File: config.mk
export PLATFORM = sky130hd
export DESIGN_NAME = yutorina_ex_stage
export DESIGN_NICKNAME = d
export VERILOG_FILES = /design/src/rtl/yutorina_ex_stage_pkg.sv /design/src/rtl/yutorina_alu.sv /design/src/rtl/yutorina_md.sv /design/src/rtl/yutorina_ex_stage.sv
export SDC_FILE = /design/constraint.sdc
export NUM_CORES = 1
export LEC_CHECK = 0
export BUFFER_PORTS_ARGS = -buffer_cell sky130_fd_sc_hd__buf_2
export CAP_MARGIN = 40
export CORE_MARGIN = 4
export CORE_UTILIZATION = 40
export DETAILED_ROUTE_END_ITERATION = 8
export PLACE_DENSITY = 0.55
export SKIP_CTS_REPAIR_TIMING = 1
export SYNTH_ARGS = -nofsm -noshare
export SYNTH_HDL_FRONTEND = slang
export SYNTH_SLANG_ARGS = --single-unit
File: constraint.sdc
create_clock -name clk -period 11.5 [get_ports clk]
set_input_delay 1.15 -clock clk [delete_from_list [all_inputs] [get_ports clk]]
set_output_delay 1.15 -clock clk [all_outputs]
set_load 0.005 [all_outputs]
File: src/rtl/yutorina_ex_stage_pkg.sv
// Shared encodings for the Yutorina execute stage: ALU/MD opcodes, memory and
// control op codes, exception codes and the multiply/divide FSM states.
// Latency: n/a (definitions only). Backpressure: n/a.
package yutorina_ex_stage_pkg;

  localparam int WORD_W = 32;

  // ALU operation bus
  localparam logic [3:0] ALU_OP_THR  = 4'h0;
  localparam logic [3:0] ALU_OP_AND  = 4'h1;
  localparam logic [3:0] ALU_OP_OR   = 4'h2;
  localparam logic [3:0] ALU_OP_XOR  = 4'h3;
  localparam logic [3:0] ALU_OP_ADDS = 4'h4;
  localparam logic [3:0] ALU_OP_ADDU = 4'h5;
  localparam logic [3:0] ALU_OP_SUBS = 4'h6;
  localparam logic [3:0] ALU_OP_SUBU = 4'h7;
  localparam logic [3:0] ALU_OP_SRL  = 4'h8;
  localparam logic [3:0] ALU_OP_SLL  = 4'h9;
  localparam logic [3:0] ALU_OP_SRA  = 4'hA;
  localparam logic [3:0] ALU_OP_MUL  = 4'hC;
  localparam logic [3:0] ALU_OP_DIVU = 4'hD;
  localparam logic [3:0] ALU_OP_REMU = 4'hE;

  // Memory operation bus
  localparam logic [1:0] MEM_OP_NOP = 2'h0;
  localparam logic [1:0] MEM_OP_LDW = 2'h1;
  localparam logic [1:0] MEM_OP_STW = 2'h2;

  // Control operation bus
  localparam logic [1:0] CTRL_NONE = 2'h0;
  localparam logic [1:0] CTRL_RDCR = 2'h1;
  localparam logic [1:0] CTRL_WRCR = 2'h2;

  // Exception bus
  localparam logic [2:0] EXP_NONE       = 3'h0;
  localparam logic [2:0] EXP_UNDEF_INSN = 3'h2;
  localparam logic [2:0] EXP_OVERFLOW   = 3'h3;

  // Multiply/divide FSM
  typedef enum logic [1:0] {
    MD_IDLE = 2'd0,
    MD_RUN  = 2'd1,
    MD_DONE = 2'd2
  } md_state_t;

  function automatic logic is_md_op(input logic [3:0] op);
    return (op == ALU_OP_MUL) || (op == ALU_OP_DIVU) || (op == ALU_OP_REMU);
  endfunction

endpackage

File: src/rtl/yutorina_alu.sv
// Single-cycle ALU: logic, add/sub (with signed overflow flag) and shifts.
// Latency: combinational. Backpressure: none.
// Ports: op/in_0/in_1 in; out = result, ovf = signed overflow for ADDS/SUBS.
module yutorina_alu
  import yutorina_ex_stage_pkg::*;
(
  input  logic [3:0]        op,
  input  logic [WORD_W-1:0] in_0,
  input  logic [WORD_W-1:0] in_1,
  output logic [WORD_W-1:0] out,
  output logic              ovf
);

  logic [WORD_W-1:0] sum;
  logic [WORD_W-1:0] diff;

  assign sum  = in_0 + in_1;
  assign diff = in_0 - in_1;

  always_comb begin
    out = '0;
    ovf = 1'b0;
    case (op)
      ALU_OP_THR:  out = in_0;
      ALU_OP_AND:  out = in_0 & in_1;
      ALU_OP_OR:   out = in_0 | in_1;
      ALU_OP_XOR:  out = in_0 ^ in_1;
      ALU_OP_ADDU: out = sum;
      ALU_OP_SUBU: out = diff;
      ALU_OP_ADDS: begin
        out = sum;
        // same-sign operands producing a result of the other sign
        ovf = (in_0[31] == in_1[31]) && (sum[31] != in_0[31]);
      end
      ALU_OP_SUBS: begin
        out = diff;
        ovf = (in_0[31] != in_1[31]) && (diff[31] != in_0[31]);
      end
      ALU_OP_SLL:  out = in_0 << in_1[4:0];
      ALU_OP_SRL:  out = in_0 >> in_1[4:0];
      ALU_OP_SRA:  out = WORD_W'($signed(in_0) >>> in_1[4:0]);
      default:     out = '0;
    endcase
  end

endmodule

File: src/rtl/yutorina_md.sv
// Iterative shift-add multiplier / restoring divider (MUL, DIVU, REMU).
// Latency: 1 start + MD_CYCLES run cycles, result held in DONE until stall=0.
// Backpressure: stall freezes the FSM; flush aborts to IDLE; busy is high from start through RUN.
module yutorina_md
  import yutorina_ex_stage_pkg::*;
#(
  parameter int MD_CYCLES = 32
) (
  input  logic              clk,
  input  logic              rst,
  input  logic              stall,
  input  logic              flush,
  input  logic              start_req,
  input  logic [3:0]        op,
  input  logic [WORD_W-1:0] in_0,
  input  logic [WORD_W-1:0] in_1,
  output logic              busy,
  output logic              done,
  output logic [WORD_W-1:0] result
);

  localparam int CNT_W = (MD_CYCLES > 1) ? $clog2(MD_CYCLES) : 1;
  localparam logic [CNT_W-1:0] CNT_LAST = CNT_W'(MD_CYCLES - 1);

  md_state_t         state, state_nxt;
  logic [CNT_W-1:0]  cnt;
  logic [3:0]        op_q;
  // MUL: a_q = shifted multiplicand, b_q = shifted multiplier, acc_q = product.
  // DIV: a_q = dividend shifting out / quotient shifting in, b_q = divisor,
  //      acc_q = partial remainder.
  logic [WORD_W-1:0] a_q, b_q, acc_q;
  logic [WORD_W-1:0] a_step, b_step, acc_step;
  logic [WORD_W:0]   rem_sh;
  logic [WORD_W-1:0] rem_diff;
  logic              rem_ge;
  logic              start;

  always_comb begin
    rem_sh   = {acc_q, a_q[WORD_W-1]};
    rem_ge   = rem_sh >= {1'b0, b_q};
    // when rem_ge holds the true difference fits in a word
    rem_diff = rem_sh[WORD_W-1:0] - b_q;
    a_step   = a_q;
    b_step   = b_q;
    acc_step = acc_q;
    if (op_q == ALU_OP_MUL) begin
      acc_step = b_q[0] ? (acc_q + a_q) : acc_q;
      a_step   = a_q << 1;
      b_step   = b_q >> 1;
    end else if (rem_ge) begin
      acc_step = rem_diff;
      a_step   = {a_q[WORD_W-2:0], 1'b1};
    end else begin
      acc_step = rem_sh[WORD_W-1:0];
      a_step   = {a_q[WORD_W-2:0], 1'b0};
    end
  end

  always_comb begin
    state_nxt = state;
    busy      = 1'b0;
    start     = 1'b0;
    case (state)
      MD_IDLE: begin
        // nothing starts while reset is asserted, so busy reads 0 in reset
        if (rst && start_req && !flush && !stall) begin
          start     = 1'b1;
          busy      = 1'b1;
          state_nxt = MD_RUN;
        end
      end
      MD_RUN: begin
        busy = !flush;
        if (flush)
          state_nxt = MD_IDLE;
        else if (!stall && (cnt == CNT_LAST))
          state_nxt = MD_DONE;
      end
      MD_DONE: begin
        // the stage registers the result on the first unstalled cycle
        if (flush || !stall)
          state_nxt = MD_IDLE;
      end
      default: state_nxt = MD_IDLE;
    endcase
  end

  always_ff @(posedge clk or negedge rst) begin
    if (!rst) begin
      state <= MD_IDLE;
      cnt   <= '0;
      op_q  <= ALU_OP_THR;
      a_q   <= '0;
      b_q   <= '0;
      acc_q <= '0;
    end else begin
      state <= state_nxt;
      if (start) begin
        op_q  <= op;
        a_q   <= in_0;
        b_q   <= in_1;
        acc_q <= '0;
        cnt   <= '0;
      end else if ((state == MD_RUN) && !stall && !flush) begin
        a_q   <= a_step;
        b_q   <= b_step;
        acc_q <= acc_step;
        cnt   <= cnt + 1'b1;
      end
    end
  end

  assign done   = (state == MD_DONE);
  assign result = (op_q == ALU_OP_DIVU) ? a_q : acc_q;

endmodule

File: src/rtl/yutorina_ex_stage.sv
// Yutorina execute stage: ALU/MD result mux, ex_* pipeline register to MEM, forwarding to ID.
// Latency: 1 cycle for ALU ops; MUL/DIVU/REMU 34 cycles issue to ex_* valid.
// Backpressure: stall holds ex_* and the MD FSM; busy bubbles ex_* and asks the controller to hold IF/ID.
// Ports: clk/rst, stall/flush/busy, id_* instruction fields in, ex_* registered out, fwd_* combinational out.
module yutorina_ex_stage
  import yutorina_ex_stage_pkg::*;
#(
  parameter int MD_CYCLES = 32
) (
  input  logic              clk,
  input  logic              rst,
  input  logic              stall,
  input  logic              flush,
  output logic              busy,
  input  logic              id_en_,
  input  logic [3:0]        id_alu_op,
  input  logic [WORD_W-1:0] id_alu_in_0,
  input  logic [WORD_W-1:0] id_alu_in_1,
  input  logic [4:0]        id_w_addr,
  input  logic              id_gpr_we_,
  input  logic [WORD_W-1:0] id_w_data,
  input  logic [1:0]        id_mem_op,
  input  logic [1:0]        id_ctrl_op,
  input  logic [2:0]        id_exp_code,
  output logic              ex_en_,
  output logic [4:0]        ex_w_addr,
  output logic [WORD_W-1:0] ex_w_data,
  output logic              ex_gpr_we_,
  output logic [2:0]        ex_exp_code,
  output logic [1:0]        ex_mem_op,
  output logic [1:0]        ex_ctrl_op,
  output logic [WORD_W-1:0] ex_out,
  output logic [4:0]        fwd_addr,
  output logic              fwd_we_,
  output logic [WORD_W-1:0] fwd_out
);

  logic [WORD_W-1:0] alu_out;
  logic              alu_ovf;
  logic [WORD_W-1:0] md_result;
  logic              md_done;
  logic [WORD_W-1:0] result;
  logic              ovf;

  yutorina_alu u_alu (
    .op   (id_alu_op),
    .in_0 (id_alu_in_0),
    .in_1 (id_alu_in_1),
    .out  (alu_out),
    .ovf  (alu_ovf)
  );

  yutorina_md #(
    .MD_CYCLES (MD_CYCLES)
  ) u_md (
    .clk       (clk),
    .rst       (rst),
    .stall     (stall),
    .flush     (flush),
    .start_req (!id_en_ && is_md_op(id_alu_op)),
    .op        (id_alu_op),
    .in_0      (id_alu_in_0),
    .in_1      (id_alu_in_1),
    .busy      (busy),
    .done      (md_done),
    .result    (md_result)
  );

  // ID still presents the MD instruction during DONE, so its fields pair with md_result
  assign result = md_done ? md_result : alu_out;
  assign ovf    = alu_ovf && !id_en_;

  assign fwd_addr = id_w_addr;
  assign fwd_out  = result;
  assign fwd_we_  = !(!id_en_ && !id_gpr_we_ && !busy && !flush && !ovf);

  always_ff @(posedge clk or negedge rst) begin
    if (!rst) begin
      ex_en_      <= 1'b1;
      ex_w_addr   <= '0;
      ex_w_data   <= '0;
      ex_gpr_we_  <= 1'b1;
      ex_exp_code <= EXP_NONE;
      ex_mem_op   <= MEM_OP_NOP;
      ex_ctrl_op  <= CTRL_NONE;
      ex_out      <= '0;
    end else if (!stall) begin
      if (flush || busy) begin
        ex_en_      <= 1'b1;
        ex_w_addr   <= '0;
        ex_w_data   <= '0;
        ex_gpr_we_  <= 1'b1;
        ex_exp_code <= EXP_NONE;
        ex_mem_op   <= MEM_OP_NOP;
        ex_ctrl_op  <= CTRL_NONE;
        ex_out      <= '0;
      end else begin
        // an overflowed instruction keeps ex_en_ but writes nothing back
        ex_en_      <= id_en_;
        ex_w_addr   <= id_w_addr;
        ex_w_data   <= id_w_data;
        ex_gpr_we_  <= id_en_ | id_gpr_we_ | ovf;
        ex_exp_code <= ovf ? EXP_OVERFLOW : id_exp_code;
        ex_mem_op   <= id_mem_op;
        ex_ctrl_op  <= id_ctrl_op;
        ex_out      <= ovf ? '0 : result;
      end
    end
  end

endmodule

# Word-level counts from Yosys, hierarchy flattened
# Cells that the tools add are included.
[word_totals]
reg_bits = 185
out_inout_bits = 117
input_bits = 118
elab_cells = 124
[op_classes]
n_reduce_logical = 34
n_eq_ne = 26
n_shift = 3
addsub = 5
order_cmp = 1
bitwise = 5
mux = 36
[op_table]
columns = ["operator", "count"]
rows = [
  ["$mux W32", 15],
  ["$pmux W32 S9", 1],
  ["$add A32 B32 Y32", 2],
  ["$sub A32 B32 Y32", 2],
  ["$ge A33 B32 Y1", 1],
  ["$and A32 B32 Y32", 1],
  ["$eq A4 B4 Y1 const B", 8],
  ["$or A32 B32 Y32", 1],
  ["$shl A32 B5 Y32", 1],
  ["$shr A32 B5 Y32", 1],
  ["$sshr A32 B5 Y32", 1],
  ["$xor A32 B32 Y32", 1],
  ["$eq A4 B3 Y1 const B", 4],
  ["$mux W5", 3],
  ["$logic_and A1 B1 Y1", 14],
  ["$mux W2", 6],
  ["$eq A4 B2 Y1 const B", 2],
  ["$logic_not A1 Y1", 7],
  ["$mux W1", 6],
  ["$mux W3", 2],
  ["$pmux W2 S3", 1],
  ["$add A5 B1 Y5 const B", 1],
  ["$eq A5 B5 Y1 const B", 1],
  ["$eq A4 B1 Y1 const B", 1],
  ["16 further kinds", 27],
]

# Longest topological paths before layout
[logic_depth]
word_depth = 14
mapped_depth = 18
ltp_nobuf = 15

# Modules after synthesis
# Synthesis repeated with hierarchy kept, for this count alone.
[unflattened]
hier_cells = 2510
hier_area_um2 = 20612.3
[modules_own_cells]
columns = ["module", "n_inst", "area_per_inst_um2", "cells_each", "seq_area_each_um2"]
rows = [
  ["yutorina_alu", 1, 8728.4, 1251, 0.0],
  ["yutorina_md", 1, 8643.3, 1030, 2677.6],
  ["yutorina_ex_stage", 1, 3240.6, 229, 1954.4],
]

# Least setup slack after synthesis
# No wires, ideal clock.
[synth_path]
path_kind = "in2out"
from = "in id_alu_in_1[2]"
to = "out fwd_out[30]"
required_ns = 10.350
setup_slack_ns = 5.580
t_arrival_ns = 4.770
n_path_buf = 3
cell_stages = 16
path_cell_list = "clkbuf_1 > inv_2 > buf_1 > buf_1 > ha_1 > nor2b_1 > o221ai_1 > a211o_1 > o2111a_1 > o31ai_2 > a221oi_2 > o31a_1 > o21ai_0 > xor2_1 > o221ai_1 > and2_1"
[synth_via]
elab_chain_len = 3
word_cells_on_any_way = 7
cone_classes = "2 x add/sub; 3 x shift; 2 x mux"
[synth_rtl]
columns = ["element", "line", "source"]
rows = [
  ["start: declaration", "yutorina_ex_stage.sv:18", "input logic [WORD_W-1:0] id_alu_in_1,"],
  ["$sub A32 B32 Y32 (tied with other cells)", "yutorina_alu.sv:18", "assign diff = in_0 - in_1;"],
  ["$pmux W32 S9 (*)", "yutorina_alu.sv:23", "case (op)"],
  ["$mux W32 (*)", "yutorina_ex_stage.sv:70", "assign result = md_done ? md_result : alu_out;"],
  ["end: declaration", "yutorina_ex_stage.sv:35", "output logic [WORD_W-1:0] fwd_out"],
]
# Mark *: on every way between the ends. The rest lies on a longest branch, timed or not.

# Worst setup path in the final report
[layout_path]
from = "in id_alu_in_1[4]"
to = "out fwd_out[25]"
# The elaborated chain is that of the path after synthesis.

==> impl_metrics.ini <==
[setup_path]
cp_data_arrival_time_ns = 5.45
rrSetupSlack_ns = 7.40
r2r_start = u_md.b_q[1]
worst_setup_path_start_kind = primary input
cp-startpoint = id_alu_in_1[4]
cp_max_fo = 44
required_ns = 10.35
crit_type = in2out
rr_worst_depth = 12
end_kind = output port
timing.rr.end = u_md.acc_q[14]

[pwr]
pwr-share-clk_pct = 26.4
p_sw_uw = 1026
share_comb_of_total_power_pct = 40.9
powerDensity_nw_per_um2 = 105.9
switching_share_pct = 42.63
p_int_uw = 1381
sequentialPowerShare_pct = 32.7
leakagePower_uw = 0.01039
peakVddDrop_uv = 105.0
power_uw = 2408

[logic_synthesis]
synth.top_cells.by_area = dfrtp_1, ha_1, mux2i_1, a21oi_1, o21ai_0
syn_nets = 2903
ys_top_cells_by_count = nand2_1, nor2_1, a21oi_1
async_flop_share_pct = 100.0
yosysTopAreaCell = dfrtp_1
yosys_warnings = 0
seq_area_frac_synth_pct = 22.66
synth_edf_count = 0
ys_seq_elements = 185
yosys.area.top_type_share_pct = 22.40
synthesis.area_um2 = 20440
synthCells = 2611
synth.most_common_cell = nand2_1
syn_area_per_cell_um2 = 7.829
ys_types = 93
synthFlopType = dfrtp_1

[grt]
grt_start_max_net_pins = 87
track_usage_pct = 32.12
antenna_found_initial = 2
grt_pass1_vias = 20300
grt.overflow.total = 0
grt_pass1_wl_mm = 133.0

[sta]
finalHoldViolations = 0
period_minus_slack_ns = 6.601
setup_viol = 0
finalClockSkew_ns = 0.02267
setup_tns_ns = 0
max_slew.worst_pin.slew_ns = 0.9201
slew-limit-headroom_pct = 38.43
max_freq_mhz = 151.5
whs_ns = 0.4762
fin_crit_sh_pct = 57.40
rsz0062_at_grt = false
final_max_slew_viol_count = 0

[placement]
gp_congestion = 0.9764
io_buffers = 234
place_hpwl_mm = 71.07

[floorplanning]
core-area_um2 = 50380
start_util_pct = 40.58
fp.dieW_um = 234.1
rows = 82
die_h_um = 234.1
dieArea_um2 = 54780
io_pins = 235

[worst_hold_path]
hold_depth = 2
hold_path_end = ex_exp_code[1]
hold_path.startpoint = ex_exp_code[1]
hold_path.class = reg2reg

[drt]
wl_mm = 90.15
ant_nets = 0
dr.pass1.iters = 9
viasPerCell = 6.208
drc = 4
drtIter0Drc = 2119
wl_per_cell_um = 26.43
vias = 21180

[clock_tree]
path_clk_slew_ns = 0.09
cts_tree = built
numCtsBuffers = 17
clockBufferDepth = 2
cts_max_level = 4
cts_root_buf = clkbuf_16
cts_sinks = 185
clk_latency_ns = 0.50

[job]
maxCapViolCount = 0

[layout]
drive_gt1_share_pct = 15.01
area_growth_pct = 11.24
finalNetCount = 3017

[status]
violations = DRC
status = complete, but fails checks
==> power groups by stage <==
stage / Clock [µW] / Sequential [µW] / Combinational, µW
global placement: 0 / 796 / 955
floorplan: 0 / 779 / 624
CTS: 653 / 785 / 969
finish: 637 / 787 / 985
detailed placement: 0 / 796 / 964
global route: 678 / 796 / 1060
==> sequential cells by signal, indices dropped and copies added (netlist names) <==
signal,flops
ex_ctrl_op,2
u_md.a_q,32
ex_gpr_we_,1
ex_exp_code,3
u_md.cnt,5
ex_w_addr,5
ex_w_data,32
ex_en_,1
u_md.b_q,32
u_md.op_q,4
u_md.state,2
ex_mem_op,2
ex_out,32
u_md.acc_q,32
==> kinds of logic after synthesis <==
family / count (synthesis) / share of synthesized area, %
AOI/OAI and AO/OA: 939 / 30.46
xor gates and xnor gates: 87 / 3.728
adders and majority gates: 174 / 10.80
buffers and inverters: 328 / 6.482
DFF: 185 / 22.66
muxes: 163 / 10.15
and+or+nand+nor: 735 / 15.73
==> placed cells by master (no fill, tap or decap), types with 16 or more instances in the layout <==
master	instances
inv_1	142
o21a_1	17
o21ai_0	216
a22oi_1	27
buf_4	41
nand2_1	264
clkbuf_16	17
o22ai_1	31
nand3_1	54
a221oi_1	19
a31oi_1	18
a21o_1	55
buf_2	232
nand2b_1	22
or3_1	16
a22o_1	81
a211o_1	16
xor2_1	29
mux2i_1	118
o21bai_1	19
a21oi_1	234
mux4_2	34
xnor2_1	58
o211ai_1	32
nor2_1	253
ha_1	170
a211oi_1	29
nor3_1	38
dfrtp_1	183
==> cell type report <==
type / count / area, µm²
flip-flops and latches: 185 / 4632
clock inverters: 15 / 203.9
fillers: 5116 / 27640
repair buffers: 276 / 1538
well taps: 672 / 840.8
inverters: 147 / 551.8
clock buffers: 17 / 425.4
multi-input cells: 2098 / 14540
diodes: 1 / 2.502
==> stage by stage <==
step	setup WS [ns]	utilization [%]	instance area [µm²]	instances
finish	4.899	45.14	22740	3411
floorplan	5.580	-	20440	2611
CTS	5.039	45.13	22740	3410
detailed placement	5.067	43.88	22110	3378
global route	4.674	45.14	22740	3411
global placement	5.053	43.69	22010	3371
==> routing by layer <==
metal	track usage [%]	wire (µm)	up-vias
li1	-	-	9787
met1	47.32	41410	10400
met2	48.39	39830	866
met3	4.932	6144	127
met4	9.970	2763	0
met5	0	0	-
==> critical path, cell delays in order <==
cell and delay [ns]:
buf_2 0.08, buf_4 0.45, inv_2 0.33, ha_1 0.53
o21ai_0 0.13, a21oi_1 0.19, o31ai_2 0.13, o21ai_1 0.46
a31oi_1 0.24, o32ai_1 0.64, a31oi_1 0.20, xnor2_1 0.17
nor2_1 0.06, a211oi_1 0.43, nor2_1 0.09, buf_2 0.15
==> worst max path at each step <==
stage	slack, ns	cells past startpoint	to
CTS	5.04	16	fwd_out[25]
detailed placement	5.07	16	fwd_out[25]
global route	4.67	15	fwd_out[30]
global placement	5.05	15	fwd_out[14]
floorplan	5.58	16	fwd_out[30]
finish	4.90	16	fwd_out[25]
Note: power is estimated with default switching activity, not from simulation.
